**config.mk**
```make
export PLATFORM = sky130hd
export DESIGN_NAME = draw_card_unit
export DESIGN_NICKNAME = d
export VERILOG_FILES = /design/src/rtl/draw_card_unit_pkg.sv /design/src/rtl/draw_card_unit_hex.sv /design/src/rtl/draw_card_unit.sv
export SDC_FILE = /design/constraint.sdc
export NUM_CORES = 1
export LEC_CHECK = 0
export ABC_AREA = 1
export CAP_MARGIN = 20
export CORE_MARGIN = 10
export CORE_UTILIZATION = 35
export DETAILED_ROUTE_END_ITERATION = 8
export PLACE_DENSITY = 0.74
export SLEW_MARGIN = 30
export SYNTH_ARGS = -nofsm -noshare
export SYNTH_HDL_FRONTEND = slang
export SYNTH_SLANG_ARGS = --single-unit
export TNS_END_PERCENT = 1
```
**constraint.sdc**
```tcl
create_clock -name clock -period 4.05 [get_ports clock]
set_input_delay 0.81 -clock clock [delete_from_list [all_inputs] [get_ports clock]]
set_output_delay 0.81 -clock clock [all_outputs]
set_load 0.01 [all_outputs]
```
**src/rtl/draw_card_unit_pkg.sv**
```systemverilog
// Shared constants for the 21-game card source: card/count limits and 7-seg glyphs.
package draw_card_unit_pkg;

  localparam int unsigned CARD_W = 4;
  localparam int unsigned NUM_W  = 6;
  localparam int unsigned SEG_W  = 7;

  localparam logic [CARD_W-1:0] MAX_CARD  = 4'd13;
  localparam logic [CARD_W-1:0] MAX_COUNT = 4'd15;

  // Active-low glyphs, bit 6 = g .. bit 0 = a
  localparam logic [SEG_W-1:0] SEG_0 = 7'b1000000;
  localparam logic [SEG_W-1:0] SEG_1 = 7'b1111001;
  localparam logic [SEG_W-1:0] SEG_2 = 7'b0100100;
  localparam logic [SEG_W-1:0] SEG_3 = 7'b0110000;
  localparam logic [SEG_W-1:0] SEG_4 = 7'b0011001;
  localparam logic [SEG_W-1:0] SEG_5 = 7'b0010010;
  localparam logic [SEG_W-1:0] SEG_6 = 7'b0000010;
  localparam logic [SEG_W-1:0] SEG_7 = 7'b1111000;
  localparam logic [SEG_W-1:0] SEG_8 = 7'b0000000;
  localparam logic [SEG_W-1:0] SEG_9 = 7'b0010000;
  localparam logic [SEG_W-1:0] SEG_A = 7'b0001000;
  localparam logic [SEG_W-1:0] SEG_B = 7'b0000011;
  localparam logic [SEG_W-1:0] SEG_C = 7'b1000110;
  localparam logic [SEG_W-1:0] SEG_D = 7'b0100001;
  localparam logic [SEG_W-1:0] SEG_E = 7'b0000110;
  localparam logic [SEG_W-1:0] SEG_F = 7'b0001110;

endpackage

```
**src/rtl/draw_card_unit_hex.sv**
```systemverilog
// Seven-segment decoders: single hex nibble, and 0..63 as two decimal digits.
module hex_display
  import draw_card_unit_pkg::*;
(
  input  logic [CARD_W-1:0] in,
  output logic [SEG_W-1:0]  out
);

  // Nibble to active-low glyph, full 0..F set
  always_comb begin
    out = SEG_0;
    case (in)
      4'h0: out = SEG_0;
      4'h1: out = SEG_1;
      4'h2: out = SEG_2;
      4'h3: out = SEG_3;
      4'h4: out = SEG_4;
      4'h5: out = SEG_5;
      4'h6: out = SEG_6;
      4'h7: out = SEG_7;
      4'h8: out = SEG_8;
      4'h9: out = SEG_9;
      4'hA: out = SEG_A;
      4'hB: out = SEG_B;
      4'hC: out = SEG_C;
      4'hD: out = SEG_D;
      4'hE: out = SEG_E;
      4'hF: out = SEG_F;
      default: out = SEG_0;
    endcase
  end

endmodule

module hex_display_card
  import draw_card_unit_pkg::*;
(
  input  logic [NUM_W-1:0] in,
  output logic [SEG_W-1:0] tens,
  output logic [SEG_W-1:0] ones
);

  logic [NUM_W-1:0]  rem;
  logic [CARD_W-1:0] tens_val;
  logic [CARD_W-1:0] ones_val;

  // Binary to tens/ones by compare-subtract of 40, 20, 10 (input never exceeds 63)
  always_comb begin
    rem      = in;
    tens_val = '0;
    if (rem >= 6'd40) begin
      rem      = rem - 6'd40;
      tens_val = tens_val + 4'd4;
    end
    if (rem >= 6'd20) begin
      rem      = rem - 6'd20;
      tens_val = tens_val + 4'd2;
    end
    if (rem >= 6'd10) begin
      rem      = rem - 6'd10;
      tens_val = tens_val + 4'd1;
    end
    ones_val = CARD_W'(rem);
  end

  hex_display u_tens (.in(tens_val), .out(tens));
  hex_display u_ones (.in(ones_val), .out(ones));

endmodule

```
**src/rtl/draw_card_unit.sv**
```systemverilog
// Card source for the 21 game: draw_card generator/counter plus its 7-seg decoders.
module draw_card
  import draw_card_unit_pkg::*;
(
  input  logic              clock,
  input  logic              reset,
  input  logic              in,
  input  logic              turn,
  output logic [CARD_W-1:0] card,
  output logic [CARD_W-1:0] seed
);

  logic in_prev;
  logic rise;

  assign rise = in & ~in_prev;

  // Edge detect, free-running seed 1..MAX_CARD, and card capture / saturating count
  always_ff @(posedge clock) begin
    if (reset) begin
      in_prev <= 1'b0;
      seed    <= 4'd1;
      card    <= '0;
    end else begin
      in_prev <= in;
      seed    <= (seed == MAX_CARD) ? 4'd1 : seed + 4'd1;
      if (rise) begin
        if (turn) card <= (card == MAX_COUNT) ? card : card + 4'd1;
        else      card <= seed;
      end
    end
  end

endmodule

module draw_card_unit
  import draw_card_unit_pkg::*;
(
  input  logic              clock,
  input  logic              reset,
  input  logic              in,
  input  logic              turn,
  output logic [CARD_W-1:0] card,
  output logic [CARD_W-1:0] seed,
  output logic [SEG_W-1:0]  card_tens_c,
  output logic [SEG_W-1:0]  card_ones_c,
  input  logic [CARD_W-1:0] hex_in,
  output logic [SEG_W-1:0]  hex_seg_c,
  input  logic [NUM_W-1:0]  num_in,
  output logic [SEG_W-1:0]  num_tens_c,
  output logic [SEG_W-1:0]  num_ones_c
);

  logic [NUM_W-1:0] card_wide;

  assign card_wide = NUM_W'(card);

  draw_card u_draw (
    .clock (clock),
    .reset (reset),
    .in    (in),
    .turn  (turn),
    .card  (card),
    .seed  (seed)
  );

  hex_display_card u_card_hex (.in(card_wide), .tens(card_tens_c), .ones(card_ones_c));
  hex_display      u_hex      (.in(hex_in),    .out(hex_seg_c));
  hex_display_card u_num_hex  (.in(num_in),    .tens(num_tens_c), .ones(num_ones_c));

endmodule

```
# [Yosys cells after proc, flatten, opt, wreduce, memory -nomap -nowiden]
# Memories as Yosys holds them, arrays and structs flattened.
# Cells that the tools add are included.
[totals] n_memories=5 regBits=9 inputBits=14 rom_bits=560 output_inout_bits=43 elab_cells=47
[classes] n_lt_le_gt_ge=6 eq_ne=3 addsub=12 muxes=14 reduce_logical=2 bitwise_logic=2
[memory_table] memory="(no name shown)" depth=16 word_bits=7 rd=1 rd_ports_with_merged_regs=0 wr=0 line="draw_card_unit_hex.sv:12" source="case (in)"
[memory_table] memory="(no name shown)" depth=16 word_bits=7 rd=1 rd_ports_with_merged_regs=0 wr=0 line="draw_card_unit_hex.sv:12"
[memory_table] memory="(no name shown)" depth=16 word_bits=7 rd=1 rd_ports_with_merged_regs=0 wr=0 line="draw_card_unit_hex.sv:12"
[memory_table] memory="(no name shown)" depth=16 word_bits=7 rd=1 rd_ports_with_merged_regs=0 wr=0 line="draw_card_unit_hex.sv:12"
[memory_table] memory="(no name shown)" depth=16 word_bits=7 rd=1 rd_ports_with_merged_regs=0 wr=0 line="draw_card_unit_hex.sv:12"
[ops] operator="4-bit 2-to-1 mux" n=8
[ops] operator="6-bit 2-to-1 mux" n=4
[ops] operator="4-bit by 1-bit adder with 4-bit output (second input constant)" n=4
[ops] operator="6-bit by 4-bit >= comparator with 1-bit output (second input constant)" n=2
[ops] operator="6-bit by 5-bit >= comparator with 1-bit output (second input constant)" n=2
[ops] operator="6-bit by 5-bit subtractor with 6-bit output (second input constant)" n=2
[ops] operator="3-bit by 2-bit adder with 4-bit output (second input constant)" n=2
[ops] operator="4-bit equality test (second input constant)" n=2
[ops] operator="4-bit subtractor (second input constant)" n=2
[ops] operator="4-bit by 6-bit >= comparator with 1-bit output (second input constant)" n=1
[ops] operator="6-bit >= comparator (second input constant)" n=1
[ops] operator="3-bit 2-to-1 mux" n=2
[ops] operator="4-bit by 6-bit subtractor with 6-bit output (second input constant)" n=1
[ops] operator="6-bit subtractor (second input constant)" n=1
[ops] operator="2-bit inequality test (second input constant)" n=1
[ops] operator="2-bit AND reduction" n=1
[ops] operator="2-bit OR reduction" n=1
[ops] operator="1-bit bitwise AND" n=1
[ops] operator="1-bit NOT" n=1

# [Logic depth before layout (Yosys ltp)]
# Gate-level depths: netlist (run 1).
# An unclocked memory read counts as a cell.
[logic_depth] depth_word=7 ltp_mapped=25 depth_no_buf=25

# [Cells and area by module]
# Synthesis (run 1) repeated with hierarchy kept, for this count alone.
[hier_totals] hier_cells=417 area_unflattened_um2=2483.6
[modules_own_cells] module="hex_display" area_each_um2=274.0 cells_each=49 instances=5 seq_area_each_um2=0.0
[modules_own_cells] module="hex_display_card" area_each_um2=319.1 cells_each=53 instances=2 seq_area_each_um2=0.0
[modules_own_cells] module="draw_card" area_each_um2=471.7 cells_each=65 instances=1 seq_area_each_um2=180.2
[modules_own_cells] module="draw_card_unit" area_each_um2=3.8 cells_each=1 instances=1 seq_area_each_um2=0.0

# [Worst setup path before layout (run 1)]
# No wires, ideal clock.
[synth_timing] path_type="input-to-output" from="in num_in[4]" to="out num_ones_c[0]" required_time_ns=3.240 path_slack_ns=0.457 n_path_buf=0 cell_stages=21 arrival_time_ns=2.783 cell_sequence="inv_1 ha_1 nand2_1 inv_1 nand3_2 nand2_4 inv_2 o21ai_4 nand2_2 nand2_2 nand3_2 nand2_2 nand2_4 nand2_1 nand2_1 inv_1 ha_1 nand3_1 nand2_1 nand2_1 nand2_1"
[synth_between] elab_chain_len=7 elab_cells_between_ends=10 cone_classes="add/sub: 3; order compare: 3; mux: 3; memory: 1"
[synth_lines] element="start: declaration" line="draw_card_unit.sv:49" source="input logic [NUM_W-1:0] num_in,"
[synth_lines] element="6-bit subtractor or 6-bit >= comparator (tied branches)" line="draw_card_unit_hex.sv:52, draw_card_unit_hex.sv:51"
[synth_lines] element="6-bit 2-to-1 mux *" line="draw_card_unit_hex.sv:51" source="if (rem >= 6'd40) begin"
[synth_lines] element="6-bit by 5-bit subtractor with 6-bit output or 6-bit by 5-bit >= comparator with 1-bit output (tied branches)" line="draw_card_unit_hex.sv:56, draw_card_unit_hex.sv:55"
[synth_lines] element="6-bit 2-to-1 mux *" line="draw_card_unit_hex.sv:55" source="if (rem >= 6'd20) begin"
[synth_lines] element="6-bit by 4-bit >= comparator with 1-bit output or 4-bit subtractor (tied branches)" line="draw_card_unit_hex.sv:59, draw_card_unit_hex.sv:60"
[synth_lines] element="4-bit 2-to-1 mux *" line="draw_card_unit_hex.sv:59" source="if (rem >= 6'd10) begin"
[synth_lines] element="memory read 16 x 7 bit *"
[synth_lines] element="end: declaration" line="draw_card_unit.sv:51" source="output logic [SEG_W-1:0] num_ones_c"
# Every way passes the cells marked *; elsewhere a longest branch is shown, timed or not.

# [Worst setup path after layout (run 1)]
[layout_timing] from="in num_in[2]" to="out num_ones_c[5]"
# Same word-level chain as after synthesis.

==> run metrics, run 1 <==
Initial Util=0.364; relative slew slack=0.605; Mapped Area=between 1500 and 2000 um^2; IO Pins=between 50 and 60; WP data required=3.24 ns; synth unique cells=29; CTS Buffer Depth=2; total power=about 0.66 mW; pwr dens=247 nW/um^2; origin of the worst min-delay path=u_draw.seed[0]$_SDFF_PP1_; vias in the first global route=approximately 2000; Layout Skew=roughly 0.0018 ns; Synth Warn #=0; dpl hpwl=~3.9 mm; fill count=between 400 and 500; part of the cycle the worst path needs=0.987; die area=slightly above 8000 um^2; Arrival @ worst endpoint=between 3 and 4 ns; fmax=~250 MHz; Fin. Hold Viols=0; Most common cell on crit path=nand2_4; Vias per Instance=~4.8; Setup crit start kind=input pin; total clock sinks=9; CTS tree=built; gr ovfl total=0; final antenna-violating net count=0; final non-filler cell total=roughly 430; TritonRoute pass-1 iters=4; CTS root buf=clkbuf_8; Slowest Stage Delay on Critical Path=between 0.4 and 0.5 ns; WL met3=between 400 and 500 um; Worst-Skew Late Latency=0.23 ns; drt total wl=approximately 5.1 mm; via count=roughly 2100; Met2 Routed Length=between 2 and 2.5 mm; register area share after synthesis=0.103; initial DRC count=94; setup violators final=0; dpl cells=about 420; Area after DPL=roughly 2500 um^2; Die H=90.6 um; Final nets=between 400 and 500; CTS buffer count=3; min cycle time layout=4.00 ns; WL per Instance=around 12 um; WS Path Type=input pin to output pin; fraction of layout cells with a size suffix above 1=0.232; Post-Syn Area per Cell=6.09 um^2; synth-to-layout area growth=53.1%; RSZ-0062 raised after global routing=true; Yosys reg bits=9; critical path's slowest cell=clkdlybuf4s50_1; CTS clk-pin slew, worst paths=0.04 ns; maximum capacitance violations=0; Critical Path End Type=output pin; H-tree levels=1; maximum vdd drop=0.000235 V; Hold WS=between 0.4 and 0.5 ns; crit path max fanout=4; worst path cell trace=clkdlybuf4s50_1 > nor2_1 > nand3_2 > nand2_4 > inv_2 > o21ai_4 > nand2_2 > nand2_4 > nand3_1 > nand2_2 > inv_4 > nand2_4 > nand2_2 > nand2_4 > buf_6 > ha_4 > nand3_2 > nand2_1 > nand2_1 > nand2_1 > buf_2; Syn Inst Count=around 290; I/O Buffers=between 50 and 60; FP Rows=25; first-pass GRT wire length=around 8.5 mm; post-route design area=approximately 2700 um^2; Met1 Wirelength=roughly 2.2 mm; worst r2r src=u_draw.card[0]$_SDFFE_PP0P_; Hold Path Class=register to register; hold buffer count at cts=0; residual DRC count=0; initial antenna violation count=0; Fin Setup TNS=0 ns; CP startpoint=num_in[2]; Die W=90.6 um; worst slew pin tran=between 0.5 and 0.6 ns; status=completed; GP Congestion=slightly above 0.9; diode count=0; Total GRT Usage=0.116; top sig layer=met4; Pins Over Slew Limit=0; Leak=roughly 1.4 nW; CORE AREA=approximately 4800 um^2; largest net degree at the start of global routing=12
==> cell usage in the layout, fill, tap and decap left out, drive strengths merged, types with 5 or more instances in the layout <==
cell	count
a21oi	10
buf	41
nand3	35
dfxtp	9
ha	32
nor2	19
nand2	82
clkdlybuf4s50	36
o21ai	24
clkbuf	5
inv	46
==> logic make-up after synthesis <==
family                   share of synthesized area
AND/OR/NAND/NOR                              0.359
XOR/XNOR                                    0.0101
flip-flops                                   0.103
other                                      0.00431
adder cells (fa/ha/maj)                      0.230
AO/OA/AOI/OAI                                0.162
buffers and inverters                        0.131
==> layer usage <==
layer  GRT usage  up-vias
met2       0.209       68
li1            -     1075
met4      0.0225        0
met3      0.0391        7
met1       0.129      909
met5           0        -
==> flip-flops by register name (all words and copies together), names as in the netlist <==
signal	count
u_draw.card	4
u_draw.in_prev	1
u_draw.seed	4
==> power by group <==
part / switching (mW) / internal, mW / total [mW]
registers: 0.00880 / 0.0962 / 0.105
logic: 0.247 / 0.203 / 0.450
clock network: 0.0346 / 0.0685 / 0.103
total: 0.290 / 0.368 / 0.658
==> synthesized netlist by cell type, drive strengths merged <==
cell | n | share of area
inv | 46 | 0.099
nor3 | 1 | 0.0029
o31ai | 3 | 0.013
a21boi | 2 | 0.0086
a221oi | 1 | 0.0050
o211ai | 1 | 0.0043
and2 | 1 | 0.0036
nand3 | 35 | 0.12
o21ai | 24 | 0.075
nand2 | 82 | 0.19
a21oi | 10 | 0.029
dfxtp | 9 | 0.10
a211oi | 2 | 0.0086
nor2 | 19 | 0.041
ha | 32 | 0.23
o21a | 1 | 0.0043
buf | 6 | 0.026
o22ai | 1 | 0.0036
clkbuf | 3 | 0.0065
a31oi | 3 | 0.011
xnor2 | 2 | 0.010
conb | 2 | 0.0043
==> what timing repair did <==
item | CTS | global route
endpoints found under the hold margin | 0 | 0
pin swaps | 8 | 7
buffers inserted | 3 | 3
gates resized for setup | 67 | 23
setup endpoints to repair | 14 | 18
==> worst max-delay path, delay by kind of cell <==
kind	cells	cell delay (ns)
simple gates	14	1.28
buf+inv	5	0.77
compound gates	1	0.19
fa+ha+maj	1	0.12
==> area by class of cell <==
class	instances	area [um^2]	share of cell area
Inverter	46	178	0.0666
Clock buffer	4	45.0	0.0169
Sequential cell	9	180	0.0675
Timing Repair Buffer	84	714	0.268
Multi-Input combinational cell	223	1470	0.550
Tap cell	67	83.8	0.0314
==> final timing paths <==
| check | slack (ns) | to | cells after the start |
|---|---|---|---|
| setup / recovery | 0.05 | num_ones_c[5] | 21 |
| hold / removal | 0.46 | u_draw.seed[0]$_SDFF_PP1_ | 1 |
| setup reg to reg | 2.63 | u_draw.card[3]$_SDFFE_PP0P_ | 8 |
| hold reg to reg | 0.46 | u_draw.seed[0]$_SDFF_PP1_ | 1 |
==> metrics by stage <==
stage / worst slack (ns) / util
6_report: 0.0510 / 0.557
5_1_grt: -0.135 / 0.557
4_1_cts: 0.00999 / 0.539
3_5_place_dp: -0.638 / 0.521
3_3_place_gp: -0.533 / 0.521
2_1_floorplan: 0.457 / -
(Power assumes the default switching activity.)
==> run 2: changes to the inputs <==
==> constraint.sdc (replaced) <==
create_clock -name clock -period 5.1 [get_ports clock]
set_input_delay 1.02 -clock clock [delete_from_list [all_inputs] [get_ports clock]]
set_output_delay 1.02 -clock clock [all_outputs]
set_load 0.01 [all_outputs]
==> run 2 against run 1 <==
  * Cell area fell by 8.2%
  * Total power decreased by 26%
  * Register-to-register slack better by 1.0 ns
  * Sequential power shrank 20%
  * Die area did not move
  * Clock power is 19% lower
  * First-iteration DRC count fell by 18%
  * Non-clock buffer count down 24
  * Core utilization fell by 4.5 points
  * Via count fell by 6.6%
  * Worst setup slack improved by 0.15 ns
  * Clock skew down 0.0012 ns
  * Critical endpoint is now num_tens_c[5]
  * Largest cell class unchanged
==> run metrics, run 2 (same netlist as run 1, synthesis figures left out) <==
die area=8200 um^2 (unchanged); Fin. Hold Viols=0 (unchanged); TritonRoute pass-1 iters=4 (unchanged); Leak=1.35 nW (was 1.39 nW); GP Congestion=0.903 (was 0.912); H-tree levels=1 (unchanged); diode count=0 (unchanged); Setup WS post-layout=0.205 ns (was 0.0510 ns); worst slew pin tran=0.596 ns (was 0.591 ns); Total GRT Usage=0.107 (was 0.116); Layout Skew=0.000590 ns (was 0.00179 ns); I/O Buffers=53 (unchanged); post-route design area=2450 um^2 (was 2670 um^2); most frequent cells in the layout=72 x nand2_1, 43 x clkdlybuf4s50_1, 42 x inv_1 (was 66 x nand2_1, 40 x inv_1, 36 x clkdlybuf4s50_1); dpl hpwl=3.82 mm (was 3.92 mm); Hold WS=0.462 ns (was 0.458 ns); Hold Path Class=register to register (unchanged); first-pass GRT wire length=7.84 mm (was 8.54 mm); Final nets=389 (was 413); Setup crit start kind=input pin (unchanged); Vias per Instance=4.70 (was 4.76); initial antenna violation count=0 (unchanged); Fin Setup TNS=0 ns (unchanged); part of the cycle the worst path needs=0.960; Die W=90.6 um (unchanged); largest net degree at the start of global routing=12 (unchanged); final antenna-violating net count=0 (unchanged); fill count=479 (was 451); post-CTS setup buffer count=0 (was 3); Die H=90.6 um (unchanged); fmax=~200 MHz; pre-CTS setup slack=-0.0861 ns (was -0.638 ns); FP Rows=25 (unchanged); maximum vdd drop=0.000161 V (was 0.000235 V); pwr dens=198 nW/um^2 (was 247 nW/um^2); initial DRC count=77 (was 94); via count=1923 (was 2059); status=completed (unchanged); Worst-Skew Late Latency=0.23 ns (about the same); drt total wl=4.59 mm (was 5.07 mm); relative slew slack=0.602 (was 0.605); CTS tree=built (unchanged); WP data required=4.08 ns (was 3.24 ns); total power=0.485 mW (was 0.658 mW); Regs by FF count=u_draw.card: 4 flops, u_draw.seed: 4 flops, u_draw.in_prev: 1 flops (unchanged); IO Pins=57 (unchanged); maximum capacitance violations=0 (unchanged); final non-filler cell total=409 (was 433); vias in the first global route=1866 (was 1978); min cycle time layout=between 4 and 5 ns; CTS Buffer Depth=2 (unchanged); dpl cells=405 (was 423); fraction of layout cells with a size suffix above 1=0.0965 (was 0.232); final core occ=0.512 (was 0.557); CTS buffer count=3 (unchanged); WS Path Type=input pin to output pin (unchanged); crit path max fanout=6 (was 4); residual DRC count=0 (unchanged); CORE AREA=4790 um^2 (unchanged); Area after DPL=2360 um^2 (was 2490 um^2); gr ovfl total=0 (unchanged); Pins Over Slew Limit=0 (unchanged); hold buffer count at cts=0 (unchanged); total clock sinks=9 (unchanged); CTS root buf=clkbuf_8 (unchanged); most common cell after layout, fill and taps aside=nand2_1 (unchanged); WL per Instance=11.2 um (was 11.7 um); setup violators final=0 (unchanged); Arrival @ worst endpoint=3.88 ns (was 3.19 ns); synth-to-layout area growth=40.6% (was 53.1%); CTS clk-pin slew, worst paths=0.04 ns (about the same); Initial Util=0.364 (unchanged); Critical Path End Type=output pin (unchanged)
==> run 2: worst max-delay path: stages <==
cell and delay [ns]:
clkdlybuf4s50_1 0.53, ha_1 0.16, nand2_1 0.05, inv_1 0.07, nand3_2 0.10, nand2_4 0.11
inv_2 0.05, o21ai_4 0.17, nand2_2 0.10, nand2_2 0.10, nand3_1 0.07, nand2_1 0.09
inv_2 0.07, nand2_4 0.05, buf_4 0.14, inv_1 0.07, ha_1 0.18, o21ai_1 0.18
clkdlybuf4s50_1 0.56
==> run 2: final timing paths <==
kind | depth (start not counted) | slack (ns) | startpoint | endpoint
min | 1 | 0.46 | u_draw.seed[0]$_SDFF_PP1_ | u_draw.seed[0]$_SDFF_PP1_
min reg2reg | 1 | 0.46 | u_draw.seed[0]$_SDFF_PP1_ | u_draw.seed[0]$_SDFF_PP1_
max | 19 | 0.20 | num_in[3] | num_tens_c[5]
max reg2reg | 5 | 3.67 | u_draw.card[0]$_SDFFE_PP0P_ | u_draw.card[1]$_SDFFE_PP0P_
==> run 2: where the power goes <==
| group | internal [mW] | total, mW | switching [mW] | leakage, nW |
|---|---|---|---|---|
| Sequential | 0.0764 | 0.0845 | 0.00819 | 0.0744 |
| Combinational | 0.145 | 0.316 | 0.172 | 1.26 |
| Clock | 0.0546 | 0.0839 | 0.0293 | 0.0228 |
==> run 2: layout make-up <==
cell class	instances	area [um^2]	share of cell area
timing repair buffer	60	608	0.248
sequential	9	180	0.0735
clock buffer	4	45.0	0.0184
inverter	46	173	0.0705
tap	67	83.8	0.0342
multi-input combinational	223	1360	0.555
==> run 2: layer usage <==
layer  share of wire  up-vias  GRT usage  wire, um
li1                -     1022          -         -
met1            0.45      835      0.120      2070
met2            0.45       60      0.186      2080
met3           0.084        6     0.0366       384
met4           0.012        0     0.0332        53
met5               0        -          0         0
==> run 2: repair_timing <==
action | in CTS | in global routing
setup endpoints to repair | 5 | 12
resized for setup | 4 | 13
hold endpoints to repair | 0 | 0
cloned | 0 | 0
==> run 3: changes to the inputs <==
--- a/config.mk
+++ b/config.mk
@@ -7,11 +7,9 @@
 export LEC_CHECK = 0
 export ABC_AREA = 1
 export CAP_MARGIN = 20
-export CORE_MARGIN = 10
 export CORE_UTILIZATION = 35
 export DETAILED_ROUTE_END_ITERATION = 8
 export PLACE_DENSITY = 0.74
-export SLEW_MARGIN = 30
 export SYNTH_ARGS = -nofsm -noshare
 export SYNTH_HDL_FRONTEND = slang
 export SYNTH_SLANG_ARGS = --single-unit
==> run 3 against run 2 <==
  * The run now ends with setup timing left
  * Flip-flop and latch count did not move
  * Worst setup slack worse by 0.21 ns
  * Worst hold slack better by 0.0021 ns
  * Sequential share of layout area up 0.068 points
  * Critical path depth up 5
==> run metrics, run 3 (same netlist as run 1, synthesis figures left out) <==
Critical R2R Capture=u_draw.card[3]$_SDFFE_PP0P_ (was u_draw.card[1]$_SDFFE_PP0P_); fraction of layout cells with a size suffix above 1=0.0882 (was 0.0965); residual DRC count=0 (unchanged); critical path's slowest cell=clkdlybuf4s50_1 (unchanged); Die H=72.6 um (was 90.6 um); WS Path Type=input pin to output pin (unchanged); synth-to-layout area growth=39.3% (was 40.6%); Pins Over Slew Limit=0 (unchanged); setup violators final=1 (was 0); total power=0.476 mW (was 0.485 mW); RSZ-0062 raised after global routing=true; Layout Skew=0.00372 ns (was 0.000590 ns); CTS buffer count=3 (unchanged); WL per Instance=9.78 um (was 11.2 um); most common cell after layout, fill and taps aside=nand2_1 (unchanged); failing checks=setup timing; via count=1909 (was 1923); Fin. Hold Viols=0 (unchanged); largest net degree at the start of global routing=12 (unchanged); drt total wl=3.98 mm (was 4.59 mm); relative slew slack=0.586 (was 0.602); I/O Buffers=53 (unchanged); dpl hpwl=3.16 mm (was 3.82 mm); pre-CTS setup slack=-0.0769 ns (was -0.0861 ns); Worst-Skew Late Latency=0.23 ns (about the same); Hold Path Class=register to register (unchanged); H-tree levels=1 (unchanged); Setup WS post-layout=-0.00113 ns (was 0.205 ns); Slowest Stage Delay on Critical Path=0.52 ns (was 0.56 ns); Most common cell on crit path=nand2_1; worst path cell trace=clkdlybuf4s50_1 > inv_1 > ha_1 > nand2_1 > inv_1 > nand3_2 > nand3_1 > nand3_2 > nand2_1 > nand2_2 > nand2_2 > nand3_1 > nand2_1 > inv_2 > nand2_4 > nand2_1 > nand2_2 > inv_2 > ha_1 > nand3_1 > nand2_1 > nand2_1 > nand2_1 > clkdlybuf4s50_1 (was clkdlybuf4s50_1 > ha_1 > nand2_1 > inv_1 > nand3_2 > nand2_4 > inv_2 > o21ai_4 > nand2_2 > nand2_2 > nand3_1 > nand2_1 > inv_2 > nand2_4 > buf_4 > inv_1 > ha_1 > o21ai_1 > clkdlybuf4s50_1); Setup crit start kind=input pin (unchanged); IO Pins=57 (unchanged); CTS clk-pin slew, worst paths=0.04 ns (about the same); final antenna-violating net count=0 (unchanged); Arrival @ worst endpoint=4.08 ns (was 3.88 ns); crit path max fanout=4 (was 6); die area=5270 um^2 (was 8200 um^2); critical path's top delay family=simple AND/OR/NAND/NOR gates (was buffers and inverters); most frequent cells in the layout=73 x nand2_1, 45 x clkdlybuf4s50_1, 42 x inv_1 (was 72 x nand2_1, 43 x clkdlybuf4s50_1, 42 x inv_1); gr ovfl total=0 (unchanged); Total GRT Usage=0.147 (was 0.107); Hold EP=u_draw.seed[0]$_SDFF_PP1_ (unchanged); maximum vdd drop=0.000137 V (was 0.000161 V); fmax=196 MHz (was 204 MHz); first-pass GRT wire length=6.49 mm (was 7.84 mm); WP buf/inv=6 (was 7); FP Rows=25 (unchanged); Leak=1.32 nW (was 1.35 nW); part of the cycle the worst path needs=1.00 (was 0.960); GP Congestion=0.896 (was 0.903); total clock sinks=9 (unchanged); Final nets=387 (was 389); pwr dens=196 nW/um^2 (was 198 nW/um^2); Regs by FF count=u_draw.card: 4 flops, u_draw.seed: 4 flops, u_draw.in_prev: 1 flops (unchanged); CTS root buf=clkbuf_8 (unchanged); maximum capacitance violations=0 (unchanged); final core occ=0.511 (was 0.512); CTS Buffer Depth=2 (unchanged); CORE AREA=4750 um^2 (was 4790 um^2); diode count=0 (unchanged); vias in the first global route=1653 (was 1866); status=complete, but fails checks (was completed); min cycle time layout=5.10 ns (was 4.90 ns); worst r2r src=u_draw.card[0]$_SDFFE_PP0P_ (unchanged); internal reg-to-reg setup slack=3.68 ns (was 3.67 ns); origin of the worst min-delay path=u_draw.seed[0]$_SDFF_PP1_ (unchanged); worst slew pin tran=0.620 ns (was 0.596 ns); Die W=72.6 um (was 90.6 um); initial DRC count=76 (was 77); CTS tree=built (unchanged); initial antenna violation count=0 (unchanged); cells on worst reg2reg path=7 (was 5); Vias per Instance=4.69 (was 4.70); Initial Util=0.367 (was 0.364); TritonRoute pass-1 iters=4 (unchanged); Critical Path End Type=output pin (unchanged); WP data required=4.08 ns (about the same); Hold Path Depth=1 (unchanged)
-- run 3: final cells by class --
type                            count  area, um^2
Multi-Input combinational cell    223        1360
Fill cell                         491        2330
Clock buffer                        4        45.0
Tap cell                           67        83.8
Sequential cell                     9         180
Timing Repair Buffer               58         588
Inverter                           46         173
-- run 3: stage by stage --
step / cells / TNS (ns) / hold slack (ns) / area (um^2)
global placement: 403 / 0 / 0.460 / 2340
CTS: 407 / 0 / 0.483 / 2390
detailed placement: 403 / -0.211 / 0.466 / 2340
floorplan: 287 / 0 / 0.463 / 1750
finish: 407 / -0.00113 / 0.464 / 2430
global route: 407 / -0.792 / 0.513 / 2430
-- run 3: worst max path at each step --
stage / from / to / cells past startpoint
finish: num_in[4] / num_ones_c[0] / 24
global route: num_in[4] / num_ones_c[0] / 24
CTS: num_in[4] / num_ones_c[3] / 23
detailed placement: num_in[4] / num_ones_c[0] / 24
global placement: num_in[4] / num_ones_c[3] / 24
floorplan: num_in[4] / num_ones_c[0] / 21
-- run 3: report_power, final --
| group | internal (mW) | switching, mW |
|---|---|---|
| sequential | 0.0764 | 0.00787 |
| clock | 0.0544 | 0.0270 |
| combinational | 0.145 | 0.165 |
-- run 3: worst reg2reg max path, cell delays in order (launching register included) --
cell and delay (ns):
dfxtp_1 0.45, ha_1 0.22, nand2_1 0.07, o21a_1 0.22, inv_1 0.13, a21oi_1 0.06
o21ai_0 0.08, a21oi_1 0.08
-- run 3: repair_timing --
item                                    in CTS  in global routing
gates resized for setup                      3                 10
endpoints found under the setup margin       5                 12
pin swaps                                    0                  1
buffers inserted                             0                  0
hold buffers                                 0                  0
-- run 3: per-layer routing --
layer,GRT usage,vias to the layer above,routed length [um]
met5,0,-,0
met1,0.175,834,1790
li1,-,1020,-
met4,0.0523,0,45
met2,0.267,51,1940
met3,0.0236,4,206
==> RTL edit: new RTL, settings of run 1 <==
Make the reset (`reset`) asynchronous in one clocked block.
--- a/src/rtl/draw_card_unit.sv
+++ b/src/rtl/draw_card_unit.sv
@@ -17,5 +17,5 @@
 
   // Edge detect, free-running seed 1..MAX_CARD, and card capture / saturating count
-  always_ff @(posedge clock) begin
+  always_ff @(posedge clock or posedge reset) begin
     if (reset) begin
       in_prev <= 1'b0;
Function: differs if reset is asserted again (counterexample within 4 cycles, from zero or initial values and one cycle with reset high); with reset held inactive, the same outputs for 10 cycles.
==> RTL edit against run 1 <==
Total power grew 27%; hold slack better by 0.054 ns; worst setup slack improved by 0.21 ns; sequential cell count did not move; routed wire length shrank 9.6%; area after synthesis is 0.14% lower; cell area decreased by 6.5%.
==> RTL edit: results (changes against run 1) <==
run_status:
  status: "completed"  # unchanged
yosys:
  netlist_top_cells_count: "nand2_1 (67), inv_1 (42), ha_1 (29)"  # was nand2_1 (74), inv_1 (43), ha_1 (32)
  synth_compound_area_share_pct: 18.1  # was 16.2%
  synth_xor_area_share_pct: 0.503  # was 1.01%
  synth.area.top_cells: "ha_1 (21%), nand2_1 (14%), dfrtp_1 (12%)"  # was ha_1 (23%), nand2_1 (16%), dfxtp_1 (10%)
  ys_seq_area_share_pct: 13.0  # was 10.3%
  ys.flop_type: "dfrtp_1"  # was dfxtp_1
  postSynth.asyncResetShare_pct: 100  # was 0%
setup_path:
  cp_max_fo: 5  # was 4
  crit_start: "num_in[4]"  # was num_in[2]
  ff2ff_path_depth: 6  # was 8
  r2r_slack_ns: 2.13  # was 2.63 ns
  crit_arrival_ns: 2.98  # was 3.19 ns
power:
  peakVddDrop_v: 0.000265  # was 0.000235 V
  power.leakage_uw: 0.00132  # was 0.00139 µW
timing:
  finClkSkew_ns: 0.00153  # was 0.00179 ns
  relSlewSlack_pct: 49.7  # was 60.5%
  fmax_ghz: 0.264  # was 0.250 GHz
detailed_routing:
  drtIter0Drc: 32  # was 94
global_route:
  grtUsageTotal_pct: 10.2  # was 11.6%
  grt_pass1_vias: 1734  # was 1978
layout:
  fin_nets: 387  # was 413
  drive_gt1_share_pct: 17.8  # was 23.2%
placement:
  place_area_um2: 2430  # was 2490 µm²
  pre_cts_ws_ns: -0.397  # was -0.638 ns
-- RTL edit: layout make-up --
type,instances,area (µm²)
clock buffer,4,45.0
inverter,47,176
multi-input combinational,213,1330
fill,467,2290
timing repair buffer,70,633
sequential,9,226
tap,67,83.8
-- RTL edit: where the power goes --
part,switching [µW],internal (µW),leakage [µW]
Clock,34.0,68.4,0.0000228
Sequential,14.2,98.9,0.000102
Combinational,334,284,0.00120
Total,383,451,0.00132
-- RTL edit: timing repair --
item,CTS,global route
endpoints found under the setup margin,14,20
pin swaps,2,6
setup buffers,0,1
gates resized for setup,29,22
-- RTL edit: per-layer routing --
layer / up-vias / share of wire [%] / track usage, %
li1: 1016 / - / -
met5: - / 0 / 0
met3: 2 / 7.5 / 3.41
met2: 45 / 49 / 19.1
met4: 0 / 0.46 / 1.86
met1: 827 / 43 / 10.9
-- RTL edit: logic make-up (layout without fill, tap and decap cells) --
kind of cell,after synthesis,in the layout
AO/OA/AOI/OAI,55,55
AND/OR/NAND/NOR,125,125
XOR/XNOR,1,1
other,2,3
flip-flops,9,9
buffers and inverters,54,121
adder cells (fa/ha/maj),29,29
-- RTL edit: stage by stage --
| step | power [µW] | util [%] | hold slack (ns) | cells | TNS (ns) |
|---|---|---|---|---|---|
| after detailed placement | 749 | 50.8 | 0.502 | 405 | -3.96 |
| final | 834 | 52.1 | 0.512 | 410 | 0 |
| after CTS | 837 | 51.7 | 0.517 | 409 | -0.213 |
| after floorplan | 463 | - | 0.493 | 276 | 0 |
| after global placement | 743 | 50.8 | 0.489 | 405 | -3.40 |
| after global routing | 918 | 52.1 | 0.557 | 410 | 0 |
-- RTL edit: worst min path at each step --
stage	endpoint	from	slack, ns	cells after the start
3_3_place_gp	u_draw.seed[0]$_DFF_PP1_	u_draw.seed[0]$_DFF_PP1_	0.49	1
5_1_grt	u_draw.seed[0]$_DFF_PP1_	u_draw.seed[0]$_DFF_PP1_	0.56	1
6_report	u_draw.seed[0]$_DFF_PP1_	u_draw.seed[0]$_DFF_PP1_	0.51	1
3_5_place_dp	u_draw.seed[0]$_DFF_PP1_	u_draw.seed[0]$_DFF_PP1_	0.50	1
2_1_floorplan	u_draw.seed[0]$_DFF_PP1_	u_draw.seed[0]$_DFF_PP1_	0.49	1
4_1_cts	u_draw.seed[0]$_DFF_PP1_	u_draw.seed[0]$_DFF_PP1_	0.52	1
-- RTL edit: worst max-delay path: stages --
cell           delay (ns)
dlygate4sd2_1        0.22
inv_2                0.05
ha_1                 0.27
inv_1                0.04
o21ai_2              0.15
inv_2                0.05
nand2_2              0.09
nand3_1              0.09
nand2_2              0.10
inv_2                0.06
nand2_4              0.06
buf_4                0.15
nand2_4              0.09
buf_4                0.15
ha_1                 0.16
nand2_1              0.08
o21ai_0              0.07
dlygate4sd2_1        0.28
